`config.mk`:
```
export PLATFORM = sky130hd
export DESIGN_NAME = serial_feeder_flat
export DESIGN_NICKNAME = d
export VERILOG_FILES = /design/src/rtl/serial_feeder_if.sv /design/src/rtl/serial_feeder.sv /design/src/flat_wrapper.sv
export SDC_FILE = /design/constraint.sdc
export NUM_CORES = 1
export LEC_CHECK = 0
export CORE_MARGIN = 3
export CORE_UTILIZATION = 60
export CTS_BUF_LIST = sky130_fd_sc_hd__clkbuf_2 sky130_fd_sc_hd__clkbuf_4 sky130_fd_sc_hd__clkbuf_8
export CTS_CLUSTER_DIAMETER = 60
export DETAILED_ROUTE_END_ITERATION = 7
export HOLD_SLACK_MARGIN = 0.02
export PLACE_DENSITY = 0.87
export SKIP_LAST_GASP = 1
export SYNTH_ARGS = -nofsm -noshare
export SYNTH_HDL_FRONTEND = slang
export SYNTH_SLANG_ARGS = --single-unit
```
`constraint.sdc`:
```
create_clock -name sys_clk -period 7.8 [get_ports sys_clk]
set_clock_uncertainty 0.05 [all_clocks]
set_input_delay 1.56 -clock sys_clk [delete_from_list [all_inputs] [get_ports sys_clk]]
set_output_delay 1.56 -clock sys_clk [all_outputs]
set_load 0.05 [all_outputs]
```
`src/rtl/serial_feeder_if.sv`:
```
// Producer-side byte write channel into serial_feeder.
// valid/ready: a byte transfers on a rising edge where wr_valid && wr_ready; wr_ready depends on occupancy only.
interface serial_feeder_if;
    logic [7:0] wr_data;
    logic       wr_valid;
    logic       wr_ready;

    modport master (output wr_data, output wr_valid, input wr_ready);
    modport slave  (input wr_data, input wr_valid, output wr_ready);
endinterface

```
`src/rtl/serial_feeder.sv`:
```
// Frame-paced byte feeder for the 8-bit serial shifter: owns scnt/sclk and a byte FIFO.
// Optional sticky overflow flag enabled by defining SERIAL_FEEDER_OVF_EN.
module serial_feeder #(
    parameter int FIFO_DEPTH = 4,
    parameter int LVL_W      = 3
) (
    input  logic              sys_clk,
    input  logic              sys_rst,
    serial_feeder_if.slave    wr,
    output logic [4:0]        scnt,
    output logic [7:0]        ser_data,
    output logic              ser_en,
    output logic              sclk,
    output logic              frame_done,
    output logic [LVL_W-1:0]  fifo_level,
    output logic              ovf_flag,
    input  logic              ovf_clr
);
    localparam int PTR_W = (FIFO_DEPTH > 1) ? $clog2(FIFO_DEPTH) : 1;

    typedef enum logic {FRAME_IDLE = 1'b0, FRAME_DATA = 1'b1} frame_t;

    frame_t           frame_q, frame_d;
    logic [4:0]       scnt_d;
    logic [7:0]       data_d;
    logic             sclk_d;
    logic             done_d;
    logic             pop;
    logic             push;
    logic             full;
    logic [7:0]       mem [FIFO_DEPTH];
    logic [PTR_W-1:0] wr_ptr, rd_ptr;

    assign full        = (fifo_level == LVL_W'(FIFO_DEPTH));
    assign wr.wr_ready = !full;
    assign push        = wr.wr_valid && !full;
    // The frame type register is the state; ser_en exposes it directly.
    assign ser_en      = (frame_q == FRAME_IDLE);

    always_comb begin
        scnt_d  = (scnt == 5'd19) ? 5'd0 : scnt + 5'd1;
        frame_d = frame_q;
        data_d  = ser_data;
        pop     = 1'b0;
        if (scnt == 5'd2) begin
            if (fifo_level != '0) begin
                frame_d = FRAME_DATA;
                data_d  = mem[rd_ptr];
                pop     = 1'b1;
            end else begin
                frame_d = FRAME_IDLE;
            end
        end
        // Registered sclk follows the next scnt: high on odd counts 5..19 of a data frame.
        sclk_d = (frame_q == FRAME_DATA) && scnt_d[0] && (scnt_d >= 5'd5);
        done_d = (frame_q == FRAME_DATA) && (scnt == 5'd19);
    end

    always_ff @(posedge sys_clk or posedge sys_rst) begin
        if (sys_rst) begin
            scnt       <= 5'd0;
            frame_q    <= FRAME_IDLE;
            ser_data   <= 8'h00;
            sclk       <= 1'b0;
            frame_done <= 1'b0;
        end else begin
            scnt       <= scnt_d;
            frame_q    <= frame_d;
            ser_data   <= data_d;
            sclk       <= sclk_d;
            frame_done <= done_d;
        end
    end

    always_ff @(posedge sys_clk or posedge sys_rst) begin
        if (sys_rst) begin
            wr_ptr     <= '0;
            rd_ptr     <= '0;
            fifo_level <= '0;
        end else begin
            if (push) wr_ptr <= wr_ptr + PTR_W'(1);
            if (pop)  rd_ptr <= rd_ptr + PTR_W'(1);
            case ({push, pop})
                2'b10:   fifo_level <= fifo_level + LVL_W'(1);
                2'b01:   fifo_level <= fifo_level - LVL_W'(1);
                default: fifo_level <= fifo_level;
            endcase
        end
    end

    // Storage needs no reset; the pointers define which entries are live.
    always_ff @(posedge sys_clk) begin
        if (push) mem[wr_ptr] <= wr.wr_data;
    end

`ifdef SERIAL_FEEDER_OVF_EN
    always_ff @(posedge sys_clk or posedge sys_rst) begin
        if (sys_rst)
            ovf_flag <= 1'b0;
        else if (wr.wr_valid && full)
            ovf_flag <= 1'b1;
        else if (ovf_clr)
            ovf_flag <= 1'b0;
    end
`else
    logic unused_ovf_clr;
    assign unused_ovf_clr = ovf_clr;
    assign ovf_flag       = 1'b0;
`endif
endmodule

```
`src/flat_wrapper.sv`:
```
// flat-port wrapper written by rule: the top's interface ports become plain ports
module serial_feeder_flat 
#(
    parameter int FIFO_DEPTH = 4,
    parameter int LVL_W      = 3
)
  (sys_clk, sys_rst, scnt, ser_data, ser_en, sclk, frame_done, fifo_level, ovf_flag, ovf_clr, wr_wr_data, wr_wr_valid, wr_wr_ready);
  serial_feeder_if wr_i ();
  input  logic sys_clk;
  input  logic sys_rst;
  output logic [4:0] scnt;
  output logic [7:0] ser_data;
  output logic ser_en;
  output logic sclk;
  output logic frame_done;
  output logic [LVL_W-1:0] fifo_level;
  output logic ovf_flag;
  input  logic ovf_clr;
  input wire logic [$bits(wr_i.wr_data)-1:0] wr_wr_data;
  input wire logic [$bits(wr_i.wr_valid)-1:0] wr_wr_valid;
  output wire logic [$bits(wr_i.wr_ready)-1:0] wr_wr_ready;
  assign wr_i.wr_data = wr_wr_data;
  assign wr_i.wr_valid = wr_wr_valid;
  assign wr_wr_ready = wr_i.wr_ready;
  serial_feeder #(.FIFO_DEPTH(FIFO_DEPTH), .LVL_W(LVL_W)) u_core (.sys_clk(sys_clk), .sys_rst(sys_rst), .wr(wr_i), .scnt(scnt), .ser_data(ser_data), .ser_en(ser_en), .sclk(sclk), .frame_done(frame_done), .fifo_level(fifo_level), .ovf_flag(ovf_flag), .ovf_clr(ovf_clr));
endmodule
```
==> impl_metrics.json <==
{
  "run_status": "finished clean",
  "num_antenna_cells": 0,
  "power-per-cell-area_nw_per_um2": 355,
  "cts_buffers": 5,
  "globalRouteTotalUtil_pct": 19.4,
  "timing.critical_path.cells": "or3b_1, clkdlybuf4s50_1",
  "remaining_drc_errors": 0,
  "synth_sequential_area_ratio_pct": 65.8,
  "final-max-slew-violation-count": 0,
  "postSynthRegisterBits": 55,
  "max_stage_delay_ps": 740,
  "drt.antenna.violating_nets": 0,
  "ys_warn_count": 0,
  "die_area_um2": 4680,
  "hpwlAfterDp_um": 2770,
  "die_height_um": 68.4,
  "instances_no_fill": 217,
  "required_ps": 6190,
  "final.setup.tns_ps": 0,
  "areaGrowthSynthToFinish_pct": 16.9,
  "fin_nets": 189,
  "min-delay-path-class": "flop to flop",
  "timing.final.crit_share_pct": 45.3,
  "worst_setup_path_start_kind": "flop",
  "maxSlewHeadroom_pct": 35.8,
  "placement.io_buffers": 30,
  "detail_route.iter0.violations": 81,
  "drt_pass1_iterations": 4,
  "post_synth_instance_area_um2": 2330,
  "max-cap-violations": 0,
  "htree_num_levels": 2,
  "first_pass_grt_wire_length_um": 6320,
  "postCtsHoldBufs": 0,
  "clk_pin_slew_ps": 100,
  "hold_viol": 0,
  "routed-via-count": 1227,
  "synthesis.instances": 137,
  "detail_route.wirelength_um": 3960,
  "critPathKind": "flop to output port",
  "antenna_found_initial": 0,
  "finalWeightedCongestion": 0.688,
  "cts-root-buf": "sky130_fd_sc_hd__clkbuf_8",
  "worst_setup_path_end_kind": "output port",
  "post_synth_num_cell_types": 35,
  "ctsResizeCount": 0,
  "final_util_pct": 73.4,
  "coreArea_um2": 3720,
  "cts_setup_buffers": 0,
  "holdWs_ps": 472,
  "r2r_slack_ps": 4950,
  "achievable-frequency_ghz": 0.283,
  "postLayoutCellArea_um2": 2730,
  "wire_per_inst_um": 18.2,
  "detailed_place.area_um2": 2640,
  "crit_arrival_ps": 1920,
  "start_util_pct": 62.8,
  "syn_area_per_cell_um2": 17.0,
  "syn_nets": 158,
  "cts.path.max_buffers": 2,
  "post-route-min-period_ps": 3530,
  "power_leakage_nw": 1.07,
  "grt_setup_unrepaired": "false",
  "grt_max_degree": 24,
  "tightest_slew_ps": 962,
  "worst_skew_pair.late_latency_ps": 300,
  "layout-drive-gt1-share_pct": 17.8,
  "cts_tree": "done",
  "global_route.overflow_total": 0,
  "floorplan.rows": 22,
  "timing.final.setup_violations": 0,
  "cts.sink_count": 55,
  "dpl.cell_count": 209,
  "vdd_drop_max_v": 0.000248,
  "i_o_pin_count": 33,
  "die_x_um": 68.4,
  "first_global_vias": 1309,
  "critPathSlowestCell": "sky130_fd_sc_hd__clkdlybuf4s50_1",
  "route.detailed.vias_per_inst": 5.65,
  "path_max_fanout": 6
}
==> layout make-up <==
class,count,area (µm²)
flip-flops and latches,55,1540
fillers,248,987
multi-input cells,64,698
repair buffers,30,300
clock buffers,5,68.8
well taps,48,60.1
inverters,12,45.0
clock inverters,3,20.0
==> final timing paths <==
path	cells past startpoint	startpoint	end
setup / recovery	2	u_core.fifo_level[1]	wr_wr_ready
hold / removal	1	u_core.ser_data[5]	u_core.ser_data[5]
setup reg to reg	10	u_core.scnt[0]	u_core.fifo_level[2]
hold reg to reg	1	u_core.ser_data[5]	u_core.ser_data[5]
max in group asynchronous	2	sys_rst	u_core.fifo_level[1]
min in group asynchronous	2	sys_rst	u_core.ser_data[5]
==> power breakdown <==
group | switching [mW] | leakage (nW) | internal [mW]
registers | 0.0576 | 0.560 | 0.388
clock network | 0.0895 | 0.0418 | 0.0627
logic | 0.214 | 0.472 | 0.157
==> sequential cells by signal (all words and copies together), names as in the netlist <==
register and flops:
u_core.fifo_level 3, u_core.frame_done 1, u_core.frame_q 1, u_core.mem 32, u_core.rd_ptr 2, u_core.sclk 1, u_core.scnt 5, u_core.ser_data 8
u_core.wr_ptr 2
==> Yosys cell counts <==
library cell / n / area, µm²
sky130_fd_sc_hd__and4_1: 1 / 8.76
sky130_fd_sc_hd__mux2_4: 7 / 105
sky130_fd_sc_hd__mux2i_1: 1 / 10.0
sky130_fd_sc_hd__and2_1: 1 / 6.26
sky130_fd_sc_hd__nand3_1: 3 / 15.0
sky130_fd_sc_hd__conb_1: 1 / 3.75
sky130_fd_sc_hd__edfxtp_1: 32 / 961
sky130_fd_sc_hd__o21a_1: 1 / 7.51
sky130_fd_sc_hd__xnor2_1: 3 / 26.3
sky130_fd_sc_hd__and3_1: 4 / 25.0
sky130_fd_sc_hd__a22o_2: 1 / 10.0
sky130_fd_sc_hd__a31oi_1: 2 / 12.5
sky130_fd_sc_hd__buf_12: 1 / 20.0
sky130_fd_sc_hd__or4_2: 1 / 8.76
sky130_fd_sc_hd__nor3_1: 1 / 5.00
sky130_fd_sc_hd__nor3b_1: 1 / 7.51
sky130_fd_sc_hd__nand2b_1: 1 / 6.26
sky130_fd_sc_hd__a21o_2: 2 / 17.5
sky130_fd_sc_hd__or4b_4: 1 / 13.8
sky130_fd_sc_hd__mux2_2: 2 / 22.5
sky130_fd_sc_hd__inv_1: 12 / 45.0
sky130_fd_sc_hd__nor2_4: 1 / 11.3
sky130_fd_sc_hd__buf_6: 1 / 11.3
sky130_fd_sc_hd__nand2_1: 1 / 3.75
sky130_fd_sc_hd__buf_1: 1 / 3.75
sky130_fd_sc_hd__buf_4: 2 / 15.0
sky130_fd_sc_hd__mux4_2: 8 / 180
sky130_fd_sc_hd__ha_1: 8 / 100
sky130_fd_sc_hd__xor2_1: 4 / 35.0
sky130_fd_sc_hd__or3b_1: 1 / 8.76
sky130_fd_sc_hd__nor2_1: 2 / 7.51
sky130_fd_sc_hd__o21ai_0: 4 / 20.0
sky130_fd_sc_hd__buf_2: 1 / 5.00
sky130_fd_sc_hd__fa_1: 1 / 20.0
sky130_fd_sc_hd__dfrtp_1: 23 / 576
==> logic make-up (layout without fill, tap and decap cells) <==
logic type      after synthesis  count (layout)  synth area share [%]
flops                        55              55                  65.8
simple gates                 19              19                  5.47
mux                          18              18                  13.6
buf+inv                      18              50                  4.29
compound gates               10              10                  2.89
fa+ha+maj                     9               9                  5.14
xor+xnor                      7               7                  2.63
other cells                   1               1                 0.161
==> worst max-delay path, delay by kind of cell, from the launching register on <==
kind,cells,cell delay (ps)
simple gates,1,470
buf+inv,1,740
flops,1,420
==> placed cells by master (no fill, tap or decap), types with 2 or more instances in the layout <==
| cell type | n |
|---|---|
| sky130_fd_sc_hd__edfxtp_1 | 32 |
| sky130_fd_sc_hd__clkdlybuf4s50_1 | 30 |
| sky130_fd_sc_hd__dfrtp_1 | 23 |
| sky130_fd_sc_hd__inv_1 | 12 |
| sky130_fd_sc_hd__mux4_2 | 8 |
| sky130_fd_sc_hd__ha_1 | 8 |
| sky130_fd_sc_hd__mux2_4 | 7 |
| sky130_fd_sc_hd__clkbuf_8 | 5 |
| sky130_fd_sc_hd__xor2_1 | 4 |
| sky130_fd_sc_hd__o21ai_0 | 4 |
| sky130_fd_sc_hd__and3_1 | 4 |
| sky130_fd_sc_hd__xnor2_1 | 3 |
| sky130_fd_sc_hd__nand3_1 | 3 |
| sky130_fd_sc_hd__nor2_1 | 2 |
| sky130_fd_sc_hd__a31oi_1 | 2 |
| sky130_fd_sc_hd__a21o_2 | 2 |
| sky130_fd_sc_hd__mux2_2 | 2 |
==> metal layers <==
layer | wire [µm] | global-route usage, % | part of all wire, %
met1 | 1650 | 24.6 | 42
met2 | 2110 | 32.3 | 53
met3 | 137 | 4.27 | 3.5
met4 | 61 | 7.44 | 1.5
met5 | 0 | 0 | 0
==> stage by stage <==
step	setup slack, ps	power (mW)
after global routing	4190	1.01
after detailed placement	4310	0.827
after CTS	4250	0.976
after global placement	4410	0.805
after floorplan	4900	0.703
final	4270	0.969
Power figures use the tool's default switching activity.
